## src/rtl/div_iter.sv

```systemverilog
// div_iter: multi-cycle radix-2 restoring divider producing {remainder, quotient}
// for the HI/LO write path; holds the pipeline via stall_div until ready.
module div_iter #(
   parameter int WIDTH = 32
) (
   input  logic               clk,
   input  logic               rst,
   input  logic               start,
   input  logic               signed_div,
   input  logic               annul,
   input  logic [WIDTH-1:0]   opdata1,
   input  logic [WIDTH-1:0]   opdata2,
   output logic [2*WIDTH-1:0] result,
   output logic               ready,
   output logic               stall_div
);
   typedef enum logic [1:0] {IDLE, BYZERO, ON, END} state_t;
   state_t state, next;
   logic sgn, s1, s2;
   logic [WIDTH-1:0] dvs, quo, rem, a_abs, b_abs, q_fix, r_fix;
   logic [WIDTH:0] trial;
   logic [5:0] cnt;
   logic accept, last;
   always_comb begin
      accept = start & ~annul;
      last = cnt == 6'(WIDTH);
      a_abs = (signed_div & opdata1[WIDTH-1]) ? -opdata1 : opdata1;
      b_abs = (signed_div & opdata2[WIDTH-1]) ? -opdata2 : opdata2;
      // the pre-shift remainder is always below the divisor, so WIDTH bits hold it
      trial = {rem, quo[WIDTH-1]} - {1'b0, dvs};
      q_fix = (sgn & (s1 ^ s2)) ? -quo : quo;
      r_fix = (sgn & s1) ? -rem : rem;
      ready = state == END;
      stall_div = start & ~ready;
   end
   always_comb begin
      next = state;
      case (state)
         IDLE:    next = accept ? ((opdata2 == '0) ? BYZERO : ON) : IDLE;
         BYZERO:  next = END;
         ON:      next = annul ? IDLE : (last ? END : ON);
         default: next = IDLE;
      endcase
   end
   always_ff @(posedge clk) begin
      if (rst) begin
         state  <= IDLE;
         sgn    <= 1'b0;
         s1     <= 1'b0;
         s2     <= 1'b0;
         dvs    <= '0;
         quo    <= '0;
         rem    <= '0;
         cnt    <= '0;
         result <= '0;
      end else begin
         state <= next;
         case (state)
            IDLE: if (accept) begin
               sgn <= signed_div;
               s1  <= opdata1[WIDTH-1];
               s2  <= opdata2[WIDTH-1];
               quo <= a_abs;
               dvs <= b_abs;
               rem <= '0;
               cnt <= '0;
            end
            BYZERO: result <= '0;
            ON: if (annul) cnt <= '0;
               else if (last) result <= {r_fix, q_fix};
               else begin
                  rem <= trial[WIDTH] ? {rem[WIDTH-2:0], quo[WIDTH-1]} : trial[WIDTH-1:0];
                  quo <= {quo[WIDTH-2:0], ~trial[WIDTH]};
                  cnt <= cnt + 6'd1;
               end
            default: ;
         endcase
      end
   end
endmodule

```

## config.mk

```make
export PLATFORM = sky130hd
export DESIGN_NAME = div_iter
export DESIGN_NICKNAME = d
export VERILOG_FILES = /design/src/rtl/div_iter.sv
export SDC_FILE = /design/constraint.sdc
export NUM_CORES = 1
export LEC_CHECK = 0
export ABC_AREA = 1
export CORE_AREA = 2 2 195 197
export CTS_CLUSTER_SIZE = 8
export DETAILED_ROUTE_END_ITERATION = 6
export DIE_AREA = 0 0 197 199
export GPL_TIMING_DRIVEN = 0
export PLACE_DENSITY_LB_ADDON = 0.3
export SYNTH_ARGS = -nofsm -noshare
export SYNTH_HDL_FRONTEND = slang
export SYNTH_SLANG_ARGS = --single-unit
```

## constraint.sdc

```tcl
create_clock -name clk -period 5.35 [get_ports clk]
set_input_delay 1.605 -clock clk [delete_from_list [all_inputs] [get_ports clk]]
set_output_delay 1.605 -clock clk [all_outputs]
set_load 0.01 [all_outputs]
```

* Word-level counts from Yosys, hierarchy flattened
Cells that the tools add are included.
** Word-level totals
- Input bits :: 69
- Output and inout bits :: 66
- Register bits after elaboration :: 171
- Logic and storage cells :: 67
** Cells by class
- Bitwise gates (word level) :: 10
- Mux-type cells :: 25
- $add $sub $neg :: 6
- Equal/unequal tests :: 9
- Reductions and logical operators :: 8
** Operators by type and width (number)
- 32-bit two-way mux :: 11
- 64-bit two-way mux :: 2
- 32-bit negation :: 4
- 32-bit case mux with 2 select lines :: 2
- 64-bit case mux with 2 select lines :: 1
- 33-bit by 32-bit subtractor with 33-bit output :: 1
- 32-bit logical NOT :: 1
- 6-bit two-way mux :: 3
- 6-bit case mux with 2 select lines :: 1
- 2-bit inequality test, second input constant :: 4
- 6-bit by 1-bit adder with 6-bit output, second input constant :: 1
- 1-bit AND :: 6
- 6-bit equality test, second input constant :: 1
- 2-bit two-way mux :: 3
- 2-bit case mux with 3 select lines :: 1
- 3-bit AND reduction :: 2
- 2-bit equality test, second input constant :: 2
- 4-bit AND reduction :: 1
- 2-bit nonzero test :: 2
- 3-bit inequality test, second input constant :: 1
- 1-bit inverter :: 3
- 2-bit by 1-bit equality test with 1-bit output, second input constant :: 1
- 2-bit logical NOT :: 1
- 2-bit AND reduction :: 1
- 2 further kinds :: 2

* Longest topological paths before layout
- Word-level depth :: 6
- Gate-level depth with buffers :: 18
- Mapped depth without buffers :: 18

* Least setup slack after synthesis
OpenSTA, ideal clock, no wires.
- Path kind :: input port to output port
- Start point :: in start
- End point :: out stall_div
- Stages on the path :: 2
- Data required time :: 3.745 ns
- Setup slack :: 1.938 ns
- Path buffers :: 0
- Data arrival time :: 1.807 ns
- Cells stage by stage :: inv_1 -> nor2_1
** Between the ends
- Cells in the longest elaborated chain, start to end :: 1
** RTL lines
- from (decl) :: line 8 : input logic start,
- 1-bit AND :: line 34 : stall_div = start & ~ready;
- to (decl) :: line 15 : output logic stall_div
No other way between the ends.

* Final worst setup path
Ends and elaborated chain as after synthesis.

==> impl_results.md <==
- Largest net degree at the start of global routing: 17
- Final hold vios: 0
- Cell area after synthesis: 0.0128 mm^2
- R2r startpoint: quo[31]
- Mux cell area share after synthesis: 0%
- WL final: 46900 um
- IO Pins: 135
- CP Capture Type: output port
- Hold depth: 2
- Die Area: 0.0392 mm^2
- Area growth syn-to-layout: 19.7%
- DP Cell Count: between 2000 and 3000
- Wire length per cell: 17.0 um
- Worst Tran Pin Value: 0.785 ns
- Initial DRC Count: between 1000 and 1500
- Crit path time final: 4.34 ns
- Relative slew margins: 47.2%
- Setup TNS: 0 ns
- Avg Inst Size Synth: 6.05 um^2
- Top_reg_cell synth: dfxtp_1
- Arrival @ worst endpoint: 2.74 ns
- Post-synthesis xor/xnor area fraction: 3.55%
- Compound-gate portion of the synthesized area: ~17%
- Max-slew violations: 0
- Period utilization: between 80% and 90%
- Synth Instances: 2121
- Crit path to: stall_div
- Pint: around 2.3 mW
- Skew final: 0.0122 ns
- Worst Hold Class: reg -> reg
- Core ar.: ~0.037 mm^2
- CP Data Required Time: 3.74 ns
- Area contributors post-synth: dfxtp_1 27%, nand2_1 17%, inv_1 8.6%
- Final Core Density: roughly two fifths
- Ys Warns: 0
- R2r setup slk: 2.57 ns
- Sink Count: about 170
- Ant diodes: 0
- Critical Path Source: start
- R2r worst-path depth: 18
- Max Root-Sink Buffers: 2
- First-pass GRT wire length: 73300 um
- Total grt overflow: 0
- Initial antenna violation count: 0
- Nature of the critical path startpoint: input port
- Layout cells sized above 1: 7.09%
- Setup repair after global routing missed its margin: false
- PwrDens: 224 mW/mm^2
- Hold Slack: 0.465 ns
- Clk slew on worst S/H paths: 0.07 ns
- Peak Freq: around 230 MHz
- H-tree levels: 4
- Number of vias per cell: about 5.2
- Setup CP Type: in -> out
- Post-CTS Hold Buffers: 0
- Comb pwr share: 22.7%
- Leak Pwr: 7.11 nW
- Yosys cell types: 50
- Detailed placement HPWL: 38300 um
- Drc violations: 0
- Max cap viols: 0
- Sequential Power Share: about two fifths
- Vert. Die Dim: 199 um
- VDD IR max: 0.200 mV
- Switching power: 1.14 mW
- Post-synth top area cell: dfxtp_1
- Worst r2r dst: rem[25]
- Sequential-to-total area share from yosys stat: 26.7%
- Switch share: 33.0%
- Area share of the largest cell type after synthesis: 26.7%
- Clock root cell: clkbuf_16
- Post-synth ARST share: 0%
- Clock latency on the worst-skew pair: 0.44 ns
- Largest family of logic cells by synthesized area: simple AND/OR/NAND/NOR gates
- Post-Syn Nets: 2229
- Starting density of the core: 34.5%
- Vias: approximately 14000
- Clk pwr share: 37.9%
- Core Rows: between 70 and 80
- Vias in the first global route: 13400
- Total track usage: 24.1%
- Number of synthesized flops with an enable pin: 0
- Register bit total from synthesis: 171
- Chip Width: 197 um
- Initial DRT Pass Iterations: 5
- Final setup fails: 0
- GP Congestion: 0.944
- IO Port Bufs: 133
- Synth Area in Simple Gates: 36.7%
- NumNets Final: about 2400
- CTS tree: yes
- Post-CTS Setup Repair Bufs: 0
- Number of routed nets with antenna violations: 0
- Adder-Cell Fraction of Synth Area: 3.86%
- Non-filler instance count after layout: between 2000 and 3000
- Num CTS Buffers: 17
- Status: completed
- Crit-path max FO: 2
- Post-CTS Resized: 0
[metrics by stage]
stage | cell area [um^2] | power [mW] | setup slack, ns
2_1_floorplan | 12800 | 1.89 | 1.94
3_3_place_gp | 14800 | 2.14 | 1.01
3_5_place_dp | 14800 | 2.15 | 1.02
4_1_cts | 15400 | 3.44 | 1.00
5_1_grt | 15400 | 3.60 | 0.976
6_report | 15400 | 3.45 | 1.01
[cells in the final DEF (no fill, tap or decap), types with 5 or more instances in the layout]
| cell | n |
|---|---|
| inv_2 | 21 |
| xor2_1 | 34 |
| o211ai_1 | 28 |
| nand4_1 | 37 |
| nand3_2 | 13 |
| nand3_1 | 200 |
| nor2_2 | 10 |
| nor2_1 | 169 |
| o21bai_1 | 9 |
| a31oi_1 | 5 |
| ha_1 | 38 |
| nand2_1 | 595 |
| nor3_2 | 7 |
| clkbuf_16 | 17 |
| nand2_2 | 15 |
| xnor2_1 | 18 |
| buf_2 | 27 |
| o21ai_0 | 100 |
| nand3b_1 | 5 |
| a21oi_1 | 183 |
| o21ai_1 | 15 |
| nor3_1 | 16 |
| clkdlybuf4s50_1 | 133 |
| clkbuf_1 | 36 |
| inv_1 | 294 |
| a21oi_2 | 14 |
| dfxtp_1 | 171 |
| buf_1 | 7 |
| buf_6 | 5 |
[Yosys cell counts (5+ instances only)]
cell and instances:
a21oi_1 183, a21oi_2 14, a31oi_1 5, buf_1 7, buf_2 27, buf_6 5
clkbuf_1 34, dfxtp_1 171, ha_1 38, inv_1 294, inv_2 21, nand2_1 595
nand2_2 15, nand3_1 200, nand3_2 13, nand3b_1 5, nand4_1 37, nor2_1 169
nor2_2 10, nor3_1 16, nor3_2 7, o211ai_1 28, o21ai_0 100, o21ai_1 15
o21bai_1 9, xnor2_1 18, xor2_1 34
[cells by family after synthesis]
kind of cell               after synthesis
AOI/OAI and AO/OA                      381
xor gates and xnor gates                52
adders and majority gates               39
buffers and inverters                  394
DFF                                    171
and+or+nand+nor                       1084
[sequential cells by signal, indices dropped and copies added, names as in the netlist]
| register | flops |
|---|---|
| cnt | 6 |
| state | 2 |
| dvs | 32 |
| sgn | 1 |
| quo | 32 |
| result | 64 |
| s2 | 1 |
| rem | 32 |
| s1 | 1 |
[worst min path at each step]
stage | from | to | slack [ns]
floorplan | dvs[15] | dvs[15] | 0.44
global placement | result[60] | result[60] | 0.45
detailed placement | result[13] | result[13] | 0.46
CTS | result[11] | result[11] | 0.47
global route | result[31] | result[31] | 0.49
finish | result[11] | result[11] | 0.46
[final cells by class]
| type | count | area, um^2 |
|---|---|---|
| timing repair buffer | 133 | 1330 |
| sequential | 171 | 3420 |
| multi-input combinational | 1556 | 7840 |
| fill | 4013 | 21800 |
| clock inverter | 10 | 131 |
| clock buffer | 22 | 474 |
| inverter | 317 | 1190 |
| tap | 474 | 593 |
| buffer | 77 | 375 |
[worst max-delay path, cell delays in order]
cell and delay, ns:
clkdlybuf4s50_1 0.45, inv_1 0.05, nor2_1 0.09, clkdlybuf4s50_1 0.54
[power by group through the flow]
stage | combinational [mW] | clock, mW | sequential (mW)
after global placement | 0.761 | 0 | 1.38
after global routing | 0.880 | 1.36 | 1.36
after detailed placement | 0.766 | 0 | 1.39
after CTS | 0.771 | 1.32 | 1.36
after floorplan | 0.521 | 0 | 1.37
final | 0.782 | 1.30 | 1.36
[metal layers]
layer | share of wire, % | GRT usage (%) | vias up | routed length [um]
li1 | - | - | 7166 | -
met5 | 0 | 0 | - | 0
met3 | 6.2 | 3.59 | 73 | 2930
met2 | 43 | 37.1 | 465 | 20000
met4 | 2.4 | 6.68 | 0 | 1150
met1 | 49 | 34.7 | 6584 | 22800
Note: power is estimated with default switching activity, not from simulation.
